`config.mk`:
```
export PLATFORM = sky130hd
export DESIGN_NAME = image_deserializer
export DESIGN_NICKNAME = d
export VERILOG_FILES = /design/src/rtl/image_deserializer_pkg.sv /design/src/rtl/image_deserializer_popcount.sv /design/src/rtl/image_deserializer.sv
export SDC_FILE = /design/constraint.sdc
export NUM_CORES = 2
export LEC_CHECK = 0
export CAP_MARGIN = 10
export CELL_PAD_IN_SITES_DETAIL_PLACEMENT = 1
export CELL_PAD_IN_SITES_GLOBAL_PLACEMENT = 2
export CORE_ASPECT_RATIO = 1.2
export CORE_MARGIN = 2
export CORE_UTILIZATION = 35
export DETAILED_ROUTE_END_ITERATION = 7
export PLACE_DENSITY_LB_ADDON = 0.1
export SKIP_CTS_REPAIR_TIMING = 1
export SLEW_MARGIN = 10
export SYNTH_ARGS = -nofsm -noshare
export SYNTH_HDL_FRONTEND = slang
export SYNTH_HIERARCHICAL = 1
export SYNTH_SLANG_ARGS = --single-unit
```
`constraint.sdc`:
```
create_clock -name clk -period 4 [get_ports clk]
set_input_delay 1.2 -clock clk [delete_from_list [all_inputs] [get_ports clk]]
set_output_delay 1.2 -clock clk [all_outputs]
set_load 0.01 [all_outputs]
```
`src/rtl/image_deserializer_pkg.sv`:
```
// Shared image geometry, frame type and FSM states
// for the image deserializer.
package image_deserializer_pkg;

  localparam int HEIGHT        = 28;
  localparam int LENGTH        = 28;
  localparam int BEAT_W        = 4;
  localparam int BEATS_PER_ROW = LENGTH / BEAT_W;
  localparam int ROW_W         = $clog2(HEIGHT);
  localparam int COL_W         = $clog2(BEATS_PER_ROW);

  typedef logic [HEIGHT-1:0][LENGTH-1:0] image_t;

  typedef enum logic [1:0] {
    IDLE = 2'd0,
    FILL = 2'd1,
    FULL = 2'd2
  } state_t;

endpackage

```
`src/rtl/image_deserializer_popcount.sv`:
```
// Combinational popcount of one input beat.
// Only present when IMG_POPCOUNT_EN is defined.
`ifdef IMG_POPCOUNT_EN
module beat_popcount #(
  parameter int W  = 4,
  parameter int CW = $clog2(W + 1)
) (
  input  logic [W-1:0]  pix,
  output logic [CW-1:0] count
);

  always_comb begin
    count = '0;
    for (int i = 0; i < W; i++)
      count = count + CW'(pix[i]);
  end

endmodule
`endif

```
`src/rtl/image_deserializer.sv`:
```
// Beat-stream to whole-frame deserializer with a one-frame skid.
// Define IMG_POPCOUNT_EN to produce frame_sum alongside out_image.
module image_deserializer
  import image_deserializer_pkg::*;
(
  input  logic              clk,
  input  logic              rst_n,
  input  logic              in_valid,
  output logic              in_ready,
  input  logic              in_sof,
  input  logic [BEAT_W-1:0] in_pix,
  output logic              out_valid,
  input  logic              out_ready,
  output image_t            out_image,
  output logic [31:0]       frame_sum,
  output logic              sof_err
);

  if (LENGTH % BEAT_W != 0) begin : g_bad_geom
    $error("LENGTH must be a multiple of BEAT_W");
  end

  state_t            state;
  logic [ROW_W-1:0]  row;
  logic [COL_W-1:0]  col_beat;
  image_t            asm_buf;
  image_t            asm_next;
  logic              accept;
  logic              start;
  logic              take;
  logic              last;
  logic              drain;
  logic              out_free;
  logic              load;
  logic [ROW_W-1:0]  wr_row;
  logic [COL_W-1:0]  wr_col;

  assign in_ready = (state != FULL);
  assign accept   = in_valid && in_ready;
  assign start    = accept && in_sof;
  assign take     = accept && (in_sof || state == FILL);
  assign wr_row   = start ? '0 : row;
  assign wr_col   = start ? '0 : col_beat;
  assign last     = take
                 && wr_row == ROW_W'(HEIGHT - 1)
                 && wr_col == COL_W'(BEATS_PER_ROW - 1);
  assign drain    = out_valid && out_ready;
  assign out_free = !out_valid || out_ready;
  assign load     = (last && out_free)
                 || (state == FULL && drain);

  // The beat landing this cycle is merged so a frame can
  // be handed over on the same edge its last beat arrives.
  always_comb begin
    asm_next = asm_buf;
    if (take)
      asm_next[wr_row][int'(wr_col)*BEAT_W +: BEAT_W] = in_pix;
  end

  always_ff @(posedge clk or negedge rst_n) begin
    if (!rst_n) begin
      state     <= IDLE;
      row       <= '0;
      col_beat  <= '0;
      asm_buf   <= '0;
      out_image <= '0;
      out_valid <= 1'b0;
      sof_err   <= 1'b0;
    end else begin
      asm_buf <= asm_next;
      if (take) begin
        if (last) begin
          row      <= '0;
          col_beat <= '0;
        end else if (wr_col == COL_W'(BEATS_PER_ROW - 1)) begin
          row      <= wr_row + 1'b1;
          col_beat <= '0;
        end else begin
          row      <= wr_row;
          col_beat <= wr_col + 1'b1;
        end
      end
      if (start && state == FILL)
        sof_err <= 1'b1;
      unique case (state)
        FULL: if (drain) state <= IDLE;
        default: begin
          if (last)
            state <= out_free ? IDLE : FULL;
          else if (start)
            state <= FILL;
        end
      endcase
      if (load) begin
        out_image <= asm_next;
        out_valid <= 1'b1;
      end else if (drain) begin
        out_valid <= 1'b0;
      end
    end
  end

`ifdef IMG_POPCOUNT_EN
  localparam int CW = $clog2(BEAT_W + 1);

  logic [CW-1:0] beat_cnt;
  logic [31:0]   acc;
  logic [31:0]   acc_next;

  beat_popcount #(.W(BEAT_W), .CW(CW)) u_popcount (
    .pix   (in_pix),
    .count (beat_cnt)
  );

  assign acc_next = (start ? 32'd0 : acc) + 32'(beat_cnt);

  always_ff @(posedge clk or negedge rst_n) begin
    if (!rst_n) begin
      acc       <= '0;
      frame_sum <= '0;
    end else begin
      if (take)
        acc <= acc_next;
      if (load)
        frame_sum <= take ? acc_next : acc;
    end
  end
`else
  assign frame_sum = '0;
`endif

endmodule

```
==> impl_metrics.json <==
{
  "io_buffers": 795,
  "synth_edf_count": 0,
  "die-width_um": 386,
  "critical_path_class": "input pin to flip-flop",
  "relSlewSlack": 0.368,
  "area_of_the_die_sq_um": 178000,
  "placement_rows": 168,
  "globalRoute.totalOverflow": 0,
  "combinationalPowerShare": 0.066,
  "synth_top_cell_by_area": "dfrtp_1",
  "synthCells": 4248,
  "reg2reg_to": "out_image[246]",
  "routed_length_per_placed_instance_um": 27.4,
  "setup-violations-final": 0,
  "yosys.area_share.xor_xnor": 0,
  "finish.utilization": 0.465,
  "crit_fanout": 13,
  "p_sw_mw": 8.29,
  "nFillCells": 17500,
  "hpwl_um": 157000,
  "power.switching_fraction": 0.239,
  "ir_drop_uv": 322,
  "share_clk_of_total_power": 0.466,
  "cts_tree": "yes",
  "detailed_place.area_sq_um": 75200,
  "postSynthRegisterBits": 1580,
  "finalWorstSetupSlack_ns": 0.255,
  "postRouteAntennaNets": 0,
  "grt_max_degree": 166,
  "wl_um": 215000,
  "ys_seq_area_frac": 0.646,
  "worstSetupStartpointType": "input pin",
  "groute.usage.overall": 0.241,
  "reg2reg_depth": 13,
  "worst-endpoint-arrival_ns": 4.44,
  "synthesis.yosys.warnings": 6,
  "rsz0062_at_grt": "no",
  "synthMuxAreaShare": 0.239,
  "tightest_slew_ns": 0.949,
  "crit-reg2reg-launch": "state[0]",
  "first_global_vias": 41900,
  "fp.coreArea_sq_um": 174000,
  "design_area_sq_um": 81000,
  "synthDistinctLibCells": 65,
  "timing.critical_path.to_type": "flip-flop",
  "synth_adder_area_share": 0.00245,
  "finalCriticalPeriod_ns": 3.74,
  "via_count": 38600,
  "pwr_density_cell_nw_per_um2": 429,
  "wire_length_of_the_first_global_routing_pass_um": 307000,
  "ctsRootBufferMaster": "clkbuf_16",
  "cap_violations": 0,
  "die_height_um": 462,
  "most-common-layout-cells": "dfrtp_1, mux2_2, clkdlybuf4s50_1, buf_4, nand2_1",
  "drc_errors": 0,
  "synth_simple_gate_area_frac": 0.0410,
  "final_hold_vio_count": 0,
  "cpMaxStageDelayCell": "clkdlybuf4s50_1",
  "yosys.area.top_type_share": 0.646,
  "syn_to_final_growth_pct": 32.2,
  "synthFlopType": "dfrtp_1",
  "synthesis.area_sq_um": 61200,
  "top_level_ports": 828,
  "hold-worst-slack_ns": 0.299,
  "min_period_over_period": 0.936,
  "place_inst": 7530,
  "internal_power_mw": 26.5,
  "critical_path.cell_chain": "clkdlybuf4s50_1 > and2_2 > nand2_1 > nand2_1 > ha_1 > ha_4 > inv_1 > o2111ai_4 > buf_12 > nor2_1 > buf_4 > mux2_2 > mux2_2",
  "drt_pass1_iterations": 5,
  "clock_path_buffers": 3,
  "final_nets": 5425,
  "initial_core_utilization": 0.351,
  "dpl_worst_slack_ns": -0.802,
  "synth_compound_gate_area_share": 0.0326,
  "hold_class": "input pin to asynchronous set/reset pin",
  "total_leakage_power_nw": 38.5,
  "run_status": "completed",
  "drt_iter0_drc": 2042,
  "clkSinkCount": 1580,
  "p_seq_frac": 0.468,
  "htree_num_levels": 4,
  "post_layout_nonfiller_instances": 7847,
  "r2r_setup_slack_ns": 0.62,
  "worst_skew_pair.late_latency_ns": 0.81,
  "required_ns": 4.69,
  "max_stage_delay_ns": 0.41,
  "antenna_violations_before_repair": 13,
  "max_freq_ghz": 0.267,
  "place_congestion": 0.791,
  "worst_setup_hold_path_clk_slew_ns": 0.06,
  "cts_buffers": 167,
  "clock-skew-final_ns": 0.0248,
  "synthArstFlopShare": 1.00,
  "drive_gt1_frac": 0.339,
  "layout_commonest_cell": "dfrtp_1",
  "slew_violations": 0,
  "synthesis.area_per_instance_sq_um": 14.4,
  "route.detailed.vias_per_inst": 4.92,
  "synth_top_family_by_area": "multiplexers",
  "synth_top_cells_by_area": "dfrtp_1, mux2_2, mux2i_1, o21ai_0, nand2_1"
}
-- registers in the layout (all words and copies together), names as in the netlist --
name and cells:
state 2, out_valid 1, asm_buf 784, sof_err 1, col_beat 3, out_image 784
row 5
-- power by group through the flow --
stage	logic [mW]	clock network [mW]	registers, mW
2_1_floorplan	0.728	0	16.5
3_3_place_gp	2.34	0	16.5
3_5_place_dp	2.36	0	16.6
4_1_cts	2.37	16.6	16.3
5_1_grt	2.50	17.3	16.3
6_report	2.31	16.2	16.3
-- cell families after synthesis --
logic type,after synthesis
buffers and inverters,450
AOI/OAI and AO/OA,348
adders and majority gates,12
other,1
muxes,1317
and+or+nand+nor,540
DFF,1580
-- synth_stat cells (all sizes together) (5+ instances only) --
master and count:
nand4 11, or2 5, and2 5, buf 178
o2bb2ai 24, mux2 1141, and3 19, o21ai 286
o211ai 5, o31ai 5, ha 12, mux2i 176
and4 9, dfrtp 1580, nor3 15, nor2b 8
nand3 44, or3 10, inv 184, nand2 293
nand2b 12, clkbuf 88, nor2 96, nor4 5
-- metrics by stage --
step	TNS, ns	power (mW)
floorplan	-0.482	17.3
global placement	-584.46	18.9
detailed placement	-584.71	18.9
CTS	0	35.3
global route	0	36.0
finish	0	34.8
-- critical path, delay by kind of cell --
family	cells	cell delay, ns
simple gates	4	0.80
mux	2	0.61
buf+inv	4	1.02
fa+ha+maj	2	0.53
compound gates	1	0.23
-- cell type report --
| type | count | area [sq um] | area share |
|---|---|---|---|
| diodes | 10 | 25.0 | 0.000309 |
| clock buffers | 252 | 5130 | 0.0634 |
| clock inverters | 55 | 634 | 0.00784 |
| inverters | 184 | 691 | 0.00853 |
| multi-input cells | 2249 | 19600 | 0.242 |
| flip-flops and latches | 1580 | 39500 | 0.488 |
| well taps | 2295 | 2870 | 0.0355 |
| repair buffers | 1222 | 12500 | 0.154 |
-- how the worst max path moves through the flow --
stage / slack [ns] / from / cells after the start / end
global route: 0.06 / in_valid / 14 / out_image[147]
CTS: 0.08 / in_valid / 14 / out_image[122]
finish: 0.26 / in_valid / 13 / out_image[246]
global placement: -0.80 / in_valid / 14 / out_image[246]
floorplan: -0.06 / in_valid / 14 / out_image[502]
detailed placement: -0.80 / in_valid / 14 / out_image[135]
-- routing by layer --
layer  global-route usage  vias to the layer above  wire, um
met5                    0                        -        41
met4               0.0612                        6      4800
met3               0.0683                      246     15300
met2                0.377                      995     97700
met1                0.330                    20500     96900
li1                     -                    16900         -
Note: power is estimated with default switching activity, not from simulation.
